`src/rtl/sr_flag_arbiter_pkg.sv`:
```
// rtl/sr_flag_arbiter_pkg.sv - shared state/command encodings for the SR flag arbiter
package sr_flag_arbiter_pkg;

    typedef enum logic {
        ST_IDLE  = 1'b0,
        ST_APPLY = 1'b1
    } state_e;

    // Command as seen on {s, r} of the winning requester.
    typedef enum logic [1:0] {
        CMD_HOLD = 2'b00,
        CMD_CLR  = 2'b01,
        CMD_SET  = 2'b10,
        CMD_BAD  = 2'b11
    } cmd_e;

    // Next flag value for a command; HOLD and BAD both leave the flag alone.
    function automatic logic apply_cmd(input cmd_e cmd, input logic q_cur);
        logic q_nxt;
        q_nxt = q_cur;
        case (cmd)
            CMD_SET: q_nxt = 1'b1;
            CMD_CLR: q_nxt = 1'b0;
            default: q_nxt = q_cur;
        endcase
        return q_nxt;
    endfunction

endpackage

```
`src/rtl/sr_flag_arbiter_rr_pick.sv`:
```
// rtl/sr_flag_arbiter_rr_pick.sv - combinational round-robin pick starting at ptr
module rr_pick #(
    parameter int N = 4
) (
    input  logic [N-1:0]         eligible_i,
    input  logic [$clog2(N)-1:0] ptr_i,
    output logic                 found_o,
    output logic [$clog2(N)-1:0] index_o
);

    localparam int PW = $clog2(N);

    logic [PW:0]   sum;
    logic [PW-1:0] pos;

    // Scan upward from ptr modulo N and keep the first eligible index.
    always_comb begin
        found_o = 1'b0;
        index_o = '0;
        sum     = '0;
        pos     = '0;
        for (int k = 0; k < N; k++) begin
            sum = {1'b0, ptr_i} + (PW+1)'(k);
            if (sum >= (PW+1)'(N)) begin
                sum = sum - (PW+1)'(N);
            end
            pos = sum[PW-1:0];
            if (!found_o && eligible_i[pos]) begin
                found_o = 1'b1;
                index_o = pos;
            end
        end
    end

endmodule

```
`src/rtl/sr_flag_arbiter.sv`:
```
// rtl/sr_flag_arbiter.sv - round-robin arbiter applying set/reset commands to one shared flag
module sr_flag_arbiter
    import sr_flag_arbiter_pkg::*;
#(
    parameter int N = 4
) (
    input  logic         clk,
    input  logic         rst,
    input  logic [N-1:0] req,
    input  logic [N-1:0] s,
    input  logic [N-1:0] r,
    output logic         q,
    output logic [N-1:0] gnt,
    output logic         err,
    output logic         busy
);

    localparam int PW = $clog2(N);

    state_e        state_q, state_d;
    logic [PW-1:0] ptr_q, ptr_d;
    logic [PW-1:0] win_idx_q, win_idx_d;
    cmd_e          win_cmd_q, win_cmd_d;
    logic          q_q, q_d;
    logic [N-1:0]  gnt_q, gnt_d;
    logic          err_q, err_d;

    logic [N-1:0]  eligible;
    logic          pick_found;
    logic [PW-1:0] pick_idx;
    logic [PW-1:0] ptr_after_win;

    // The requester currently acknowledged may still show req this cycle; keep it out.
    assign eligible = req & ~gnt_q;

    rr_pick #(
        .N(N)
    ) u_pick (
        .eligible_i (eligible),
        .ptr_i      (ptr_q),
        .found_o    (pick_found),
        .index_o    (pick_idx)
    );

    assign ptr_after_win = (win_idx_q == PW'(N - 1)) ? '0 : win_idx_q + PW'(1);

    // Next-state logic: latch the winner in IDLE, commit its command in APPLY.
    always_comb begin
        state_d   = state_q;
        ptr_d     = ptr_q;
        win_idx_d = win_idx_q;
        win_cmd_d = win_cmd_q;
        q_d       = q_q;
        gnt_d     = '0;
        err_d     = 1'b0;
        case (state_q)
            ST_IDLE: begin
                if (pick_found) begin
                    win_idx_d = pick_idx;
                    win_cmd_d = cmd_e'({s[pick_idx], r[pick_idx]});
                    state_d   = ST_APPLY;
                end
            end
            ST_APPLY: begin
                q_d              = apply_cmd(win_cmd_q, q_q);
                gnt_d[win_idx_q] = 1'b1;
                err_d            = (win_cmd_q == CMD_BAD);
                ptr_d            = ptr_after_win;
                state_d          = ST_IDLE;
            end
            default: begin
                state_d = ST_IDLE;
            end
        endcase
    end

    // State registers; reset drops any latched command so the flag stays cleared.
    always_ff @(posedge clk or negedge rst) begin
        if (!rst) begin
            state_q   <= ST_IDLE;
            ptr_q     <= '0;
            win_idx_q <= '0;
            win_cmd_q <= CMD_HOLD;
            q_q       <= 1'b0;
            gnt_q     <= '0;
            err_q     <= 1'b0;
        end else begin
            state_q   <= state_d;
            ptr_q     <= ptr_d;
            win_idx_q <= win_idx_d;
            win_cmd_q <= win_cmd_d;
            q_q       <= q_d;
            gnt_q     <= gnt_d;
            err_q     <= err_d;
        end
    end

    assign q    = q_q;
    assign gnt  = gnt_q;
    assign err  = err_q;
    assign busy = (state_q == ST_APPLY);

endmodule

```
`config.mk`:
```
export PLATFORM = sky130hd
export DESIGN_NAME = sr_flag_arbiter
export DESIGN_NICKNAME = d
export VERILOG_FILES = /design/src/rtl/sr_flag_arbiter_pkg.sv /design/src/rtl/sr_flag_arbiter_rr_pick.sv /design/src/rtl/sr_flag_arbiter.sv
export SDC_FILE = /design/constraint.sdc
export NUM_CORES = 1
export LEC_CHECK = 0
export ABC_AREA = 1
export CORE_UTILIZATION = 45
export DETAILED_ROUTE_END_ITERATION = 7
export PLACE_DENSITY = 0.72
export SETUP_SLACK_MARGIN = 0.15
export SLEW_MARGIN = 10
export SYNTH_ARGS = -nofsm -noshare
export SYNTH_HDL_FRONTEND = slang
export SYNTH_SLANG_ARGS = --single-unit
```
`constraint.sdc`:
```
create_clock -name clk -period 2.2 [get_ports clk]
set_input_delay 0.44 -clock clk [delete_from_list [all_inputs] [get_ports clk]]
set_output_delay 0.44 -clock clk [all_outputs]
set_load 0.02 [all_outputs]
```
-- Word-level counts from Yosys, hierarchy flattened
Cells that the tools add are included.
- input bits: 14
- word-level logic and storage cells: 75
- flip-flop bits (word level): 13
- eq/ne operators: 4
- mux-type cells: 32
- reductions and logical operators: 10
- bitwise operators: 3
- $lt $le $gt $ge: 11
- add/sub/neg operators: 8
- operators by type and width (kind ; count):
    < comparator 2 x 3 -> 1 bit (second input constant) ; 6
    two-way mux 2 bit ; 9
    two-way mux 1 bit ; 13
    binary-select mux 1 bit (select 2 bit) ; 6
    greater-or-equal comparator 3 bit (second input constant) ; 3
    subtractor 2 x 1 -> 2 bit (second input constant) ; 4
    adder 2 x 2 -> 3 bit (second input constant) ; 2
    == test 2 bit (second input constant) ; 3
    AND 4 bit ; 1
    logical AND 1 bit ; 4
    two-way mux 4 bit ; 1
    inverter 4 bit ; 1
    one-hot mux 1 bit (2 select lines) ; 2
    AND reduction 2 bit ; 2
    adder 2 x 1 -> 3 bit (second input constant) ; 1
    greater-or-equal comparator 2 x 3 -> 1 bit (second input constant) ; 1
    logical NOT 1 bit ; 3
    adder 2 x 1 -> 2 bit (second input constant) ; 1
    demux 1 bit (select 2 bit) ; 1
    == test 2 x 1 -> 1 bit (second input constant) ; 1
    greater-or-equal comparator 2 x 1 -> 1 bit (second input constant) ; 1
    nonzero test 2 bit ; 1
    inverter 1 bit ; 1

-- Longest topological paths before layout
- depth in word-level cells: 16
- depth in mapped cells: 15
- gate-level depth less buffers: 14

-- By module
Synthesis repeated with hierarchy kept, for this count alone.
- cell total of the unflattened synthesis: 146
- area, all modules: 1004.7 um^2
- by module, submodules not included (module ; cells each ; sequential area each (um^2) ; area each (um^2) ; instances):
    sr_flag_arbiter ; 87 ; 325.3 ; 685.7 ; 1
    rr_pick ; 59 ; 0.0 ; 319.1 ; 1

-- Worst setup path before layout
Ideal clock, no wire load.
- kind: reg-to-reg
- start point: reg gnt_q[2] (netlist: gnt[2])
- end point: reg win_cmd_q[1]
- stages on the path, launching flop included: 11
- buffers on the path: 0
- setup slack: 0.673 ns
- data arrival time: 1.396 ns
- library setup time: 0.130 ns
- clock period less this slack: 1.527 ns
- path through: dfrtp_1 -> inv_1 -> nand3_1 -> nand2_1 -> nand2_1 -> nand2_1 -> nand4_1 -> nand2_2 -> nand2_4 -> o211ai_1 -> nand3_1
- word-level cells in the longest chain between the ends: 16
- elaborated cells on any way between the ends: 27
- those cells by class: mux (18); bitwise (2); reduce/logical (7)
- ends and longest elaborated chain (item ; RTL line ; RTL):
    from (decl) ; sr_flag_arbiter.sv:25 ; logic [N-1:0] gnt_q, gnt_d;
    from (signal assigned) ; sr_flag_arbiter.sv:93 ; gnt_q <= gnt_d;
    inverter 4 bit (*) ; sr_flag_arbiter.sv:34 ; assign eligible = req & ~gnt_q;
    AND 4 bit (*) ; sr_flag_arbiter.sv:34 ;
    binary-select mux 1 bit (select 2 bit) ; sr_flag_arbiter_rr_pick.sv:28 ; if (!found_o && eligible_i[pos]) begin
    two-way mux 1 bit (not written as such) ; sr_flag_arbiter_rr_pick.sv:28 ;
    two-way mux 1 bit ; sr_flag_arbiter_rr_pick.sv:28 ;
    logical NOT 1 bit ; sr_flag_arbiter_rr_pick.sv:28 ;
    logical AND 1 bit ; sr_flag_arbiter_rr_pick.sv:28 ;
    two-way mux 1 bit ; sr_flag_arbiter_rr_pick.sv:28 ;
    logical NOT 1 bit ; sr_flag_arbiter_rr_pick.sv:28 ;
    logical AND 1 bit ; sr_flag_arbiter_rr_pick.sv:28 ;
    two-way mux 1 bit ; sr_flag_arbiter_rr_pick.sv:28 ;
    logical NOT 1 bit ; sr_flag_arbiter_rr_pick.sv:28 ;
    logical AND 1 bit ; sr_flag_arbiter_rr_pick.sv:28 ;
    two-way mux 2 bit ; sr_flag_arbiter_rr_pick.sv:28 ;
    binary-select mux 1 bit (select 2 bit) ; sr_flag_arbiter.sv:60 ; win_cmd_d = cmd_e'({s[pick_idx], r[pick_idx]});
    two-way mux 1 bit (not written as such) ; sr_flag_arbiter.sv:60 ;
    to (signal assigned) ; sr_flag_arbiter.sv:91 ; win_cmd_q <= win_cmd_d;
    to (decl) ; sr_flag_arbiter.sv:23 ; cmd_e win_cmd_q, win_cmd_d;
Every way passes the cells marked *; elsewhere a longest branch is shown, timed or not. The select of a mux whose other input is x is not followed.
A chain may end at the register's enable or synchronous reset.

-- Worst setup path after layout
- start point: reg state_q (netlist: busy)
- end point: out busy
- RTL lines (item ; RTL line ; RTL):
    from (decl) ; sr_flag_arbiter.sv:20 ; state_e state_q, state_d;
    from (signal assigned) ; sr_flag_arbiter.sv:88 ; state_q <= state_d;
    to (decl) ; sr_flag_arbiter.sv:15 ; output logic busy
No word-level cell between the ends.

==> run metrics <==
outcome=completed; Port Buf Inserts=20; WL/cell=10.0 microns; slowest cell delay on critical path=0.66 ns; Final setup viols=0; sequential fraction of the synthesis area=34.2%; fin. max-slew vios=0; GRT overflow=0; root buf cell=clkbuf_4; Yosys warnings=0; Worst Setup SP=busy$_DFF_PN0_; cts bufs inserted=3; Fill cells=178; Hold Fails Final Rpt=0; crit path DAT=1.44 ns; met1 WL=816 microns; Tcrit/Tclk final=85.3%; fin nets=173; CTS Sinks=13; setup TNS=0 ns; drt pass-1 iters=4; r2r startpoint=ptr_q[0]$_DFFE_PN0P_; core area=1980 sq um; R2R cell count=9; Netlist cell types=21; layout cells sized above 1=12.5%; Power Density=1510 nW/um^2; first-pass GRT wire length=2880 microns; H-tree depth=1; Total Wirelength=1790 microns; Min-Delay Path Class=input pin to asynchronous set/reset pin; actual slew at the worst max-slew pin=0.552 ns; element type at the critical path end=output port; Worst slew margin=63.1%; die footprint=2300 sq um; I/O pin count=21; vias in the first global route=721; Placer Congestion=0.726; DR WL met2=886 microns; Site Rows=16; RSZ-0062 raised after global routing=false; Seq cells post-synth=13; clock latency at the later pin of the worst-skew pair=0.27 ns; clk slew on worst S/H paths=0.07 ns; post-route ant nets=0; Top delay family on crit path=buffers and inverters; stages on the worst setup path=1; Die Wd=48 microns; Buf/Inv on CP=1; syn_area_per_cell=7.32 sq um; Post-CTS Setup Inserts=0; Max Freq=0.533 GHz; # hold bufs at CTS=0; CTS tree=built; drc violations=0; Max Cap Violations=0; vias per inst=4.87; post-DP HPWL=1500 microns; via count=871; Syn Nets=150; P_leak=0.643 nW; Worst Setup Path Type=flop to output port; largest net degree at the start of global routing=14; minimum clock period=1.88 ns; initial drt markers=15; Worst Clk Skew=0.00452 ns; max layer used=met4; largest fanout on the critical path=10; maximum VDD drop=0.000984 V; # diodes=0; WL met3=82 microns; area added between synthesis and finish=25.8%; Initial Util=48.0%; initial antenna violation count=0; Worst path slowest cell=clkdlybuf4s50_1; CTS Buffer Depth=2; crit start category=flop; crit-path cells=clkdlybuf4s50_1; Critical Path RT=1.76 ns; die height=48 microns; total power=0.00180 W; Post-Syn Instances=130; PostCTS Resize Cnt=0; Total Routing Usage GR=18.7%; Synth Cell Area=952 sq um
## cell usage after synthesis
library cell | n | area, sq um
nand2_1 | 39 | 146
clkbuf_1 | 1 | 3.75
nand3b_1 | 1 | 7.51
dfrtp_1 | 13 | 325
inv_2 | 1 | 3.75
o211ai_1 | 1 | 7.51
nand3_1 | 16 | 80.1
nand4_1 | 2 | 12.5
nand3_2 | 7 | 70.1
a21boi_1 | 1 | 7.51
o21ai_4 | 1 | 16.3
nand2_2 | 2 | 12.5
inv_4 | 1 | 6.26
o21ai_0 | 3 | 15.0
nor2_2 | 2 | 12.5
buf_6 | 1 | 11.3
nor2_1 | 6 | 22.5
a21oi_1 | 3 | 15.0
inv_1 | 21 | 78.8
ha_1 | 6 | 75.1
nand2_4 | 2 | 22.5
## layer usage
metal  vias to the layer above  GRT usage (%)
met2                        21           32.4
met1                       394           22.0
met5                         -              0
li1                        454              -
met4                         0           3.33
met3                         2           7.17
## sequential cells by signal, indices dropped and copies added (netlist names)
name	count
gnt	4
ptr_q	2
win_cmd_q	2
win_idx_q	2
busy	1
err	1
q	1
## per-stage QoR
stage / cell area [sq um] / util, % / hold slack [ns] / worst slack (ns) / cells
finish: 1200 / 60.4 / 0.523 / 0.324 / 179
global route: 1200 / 60.4 / 0.559 / 0.159 / 179
CTS: 1200 / 60.4 / 0.534 / 0.307 / 179
detailed placement: 1170 / 59.1 / 0.513 / 0.0891 / 175
global placement: 1170 / 59.1 / 0.509 / 0.102 / 175
floorplan: 952 / - / 0.144 / 0.673 / 130
## cell type report
cell class                 count  area (sq um)  share of cell area, %
multi-input combinational     92           523                   43.7
tap                           27          33.8                   2.82
inverter                      23          88.8                   7.42
timing repair buffer          20           200                   16.7
clock buffer                   4          26.3                   2.19
sequential                    13           325                   27.2
## logic make-up after synthesis
| family | count (synthesis) | share of synthesized area, % |
|---|---|---|
| simple gates | 77 | 40.6 |
| buf+inv | 25 | 10.9 |
| flops | 13 | 34.2 |
| compound gates | 9 | 6.44 |
| fa+ha+maj | 6 | 7.88 |
## worst register-to-register path: stages (launching register included)
cell      delay (ns)
dfrtp_1         0.59
nand3_1         0.21
nand2_1         0.11
nand2_1         0.08
nand2_1         0.13
nand4_1         0.11
nand2_2         0.13
nand2_4         0.08
o211ai_1        0.16
nand3_1         0.09
## path summary, 6_finish.rpt
path                                             to  slack, ns
hold reg to reg            win_cmd_q[1]$_DFFE_PN0P_       0.53
min in group clk           win_cmd_q[1]$_DFFE_PN0P_       0.53
setup reg to reg           win_cmd_q[1]$_DFFE_PN0P_       0.39
max in group asynchronous  win_cmd_q[0]$_DFFE_PN0P_       1.31
setup / recovery                               busy       0.32
hold / removal                        err$_DFF_PN0_       0.52
## report_power, final
part | internal (W) | switching (W) | leakage [nW]
registers | 0.000349 | 0.000122 | 0.162
clock network | 0.0000702 | 0.0000696 | 0.0150
logic | 0.000450 | 0.000744 | 0.466
## cell usage in the layout, fill, tap and decap left out, types with 3 or more instances in the layout
cell type | netlist | final
dfrtp_1 | 13 | 13
o21ai_0 | 3 | 3
clkbuf_4 | 0 | 3
clkdlybuf4s50_1 | 0 | 20
inv_1 | 21 | 21
ha_1 | 6 | 6
a21oi_1 | 3 | 3
nand2_1 | 39 | 39
nand3_1 | 16 | 16
nor2_1 | 6 | 6
nand3_2 | 7 | 7
(Power assumes the default switching activity.)
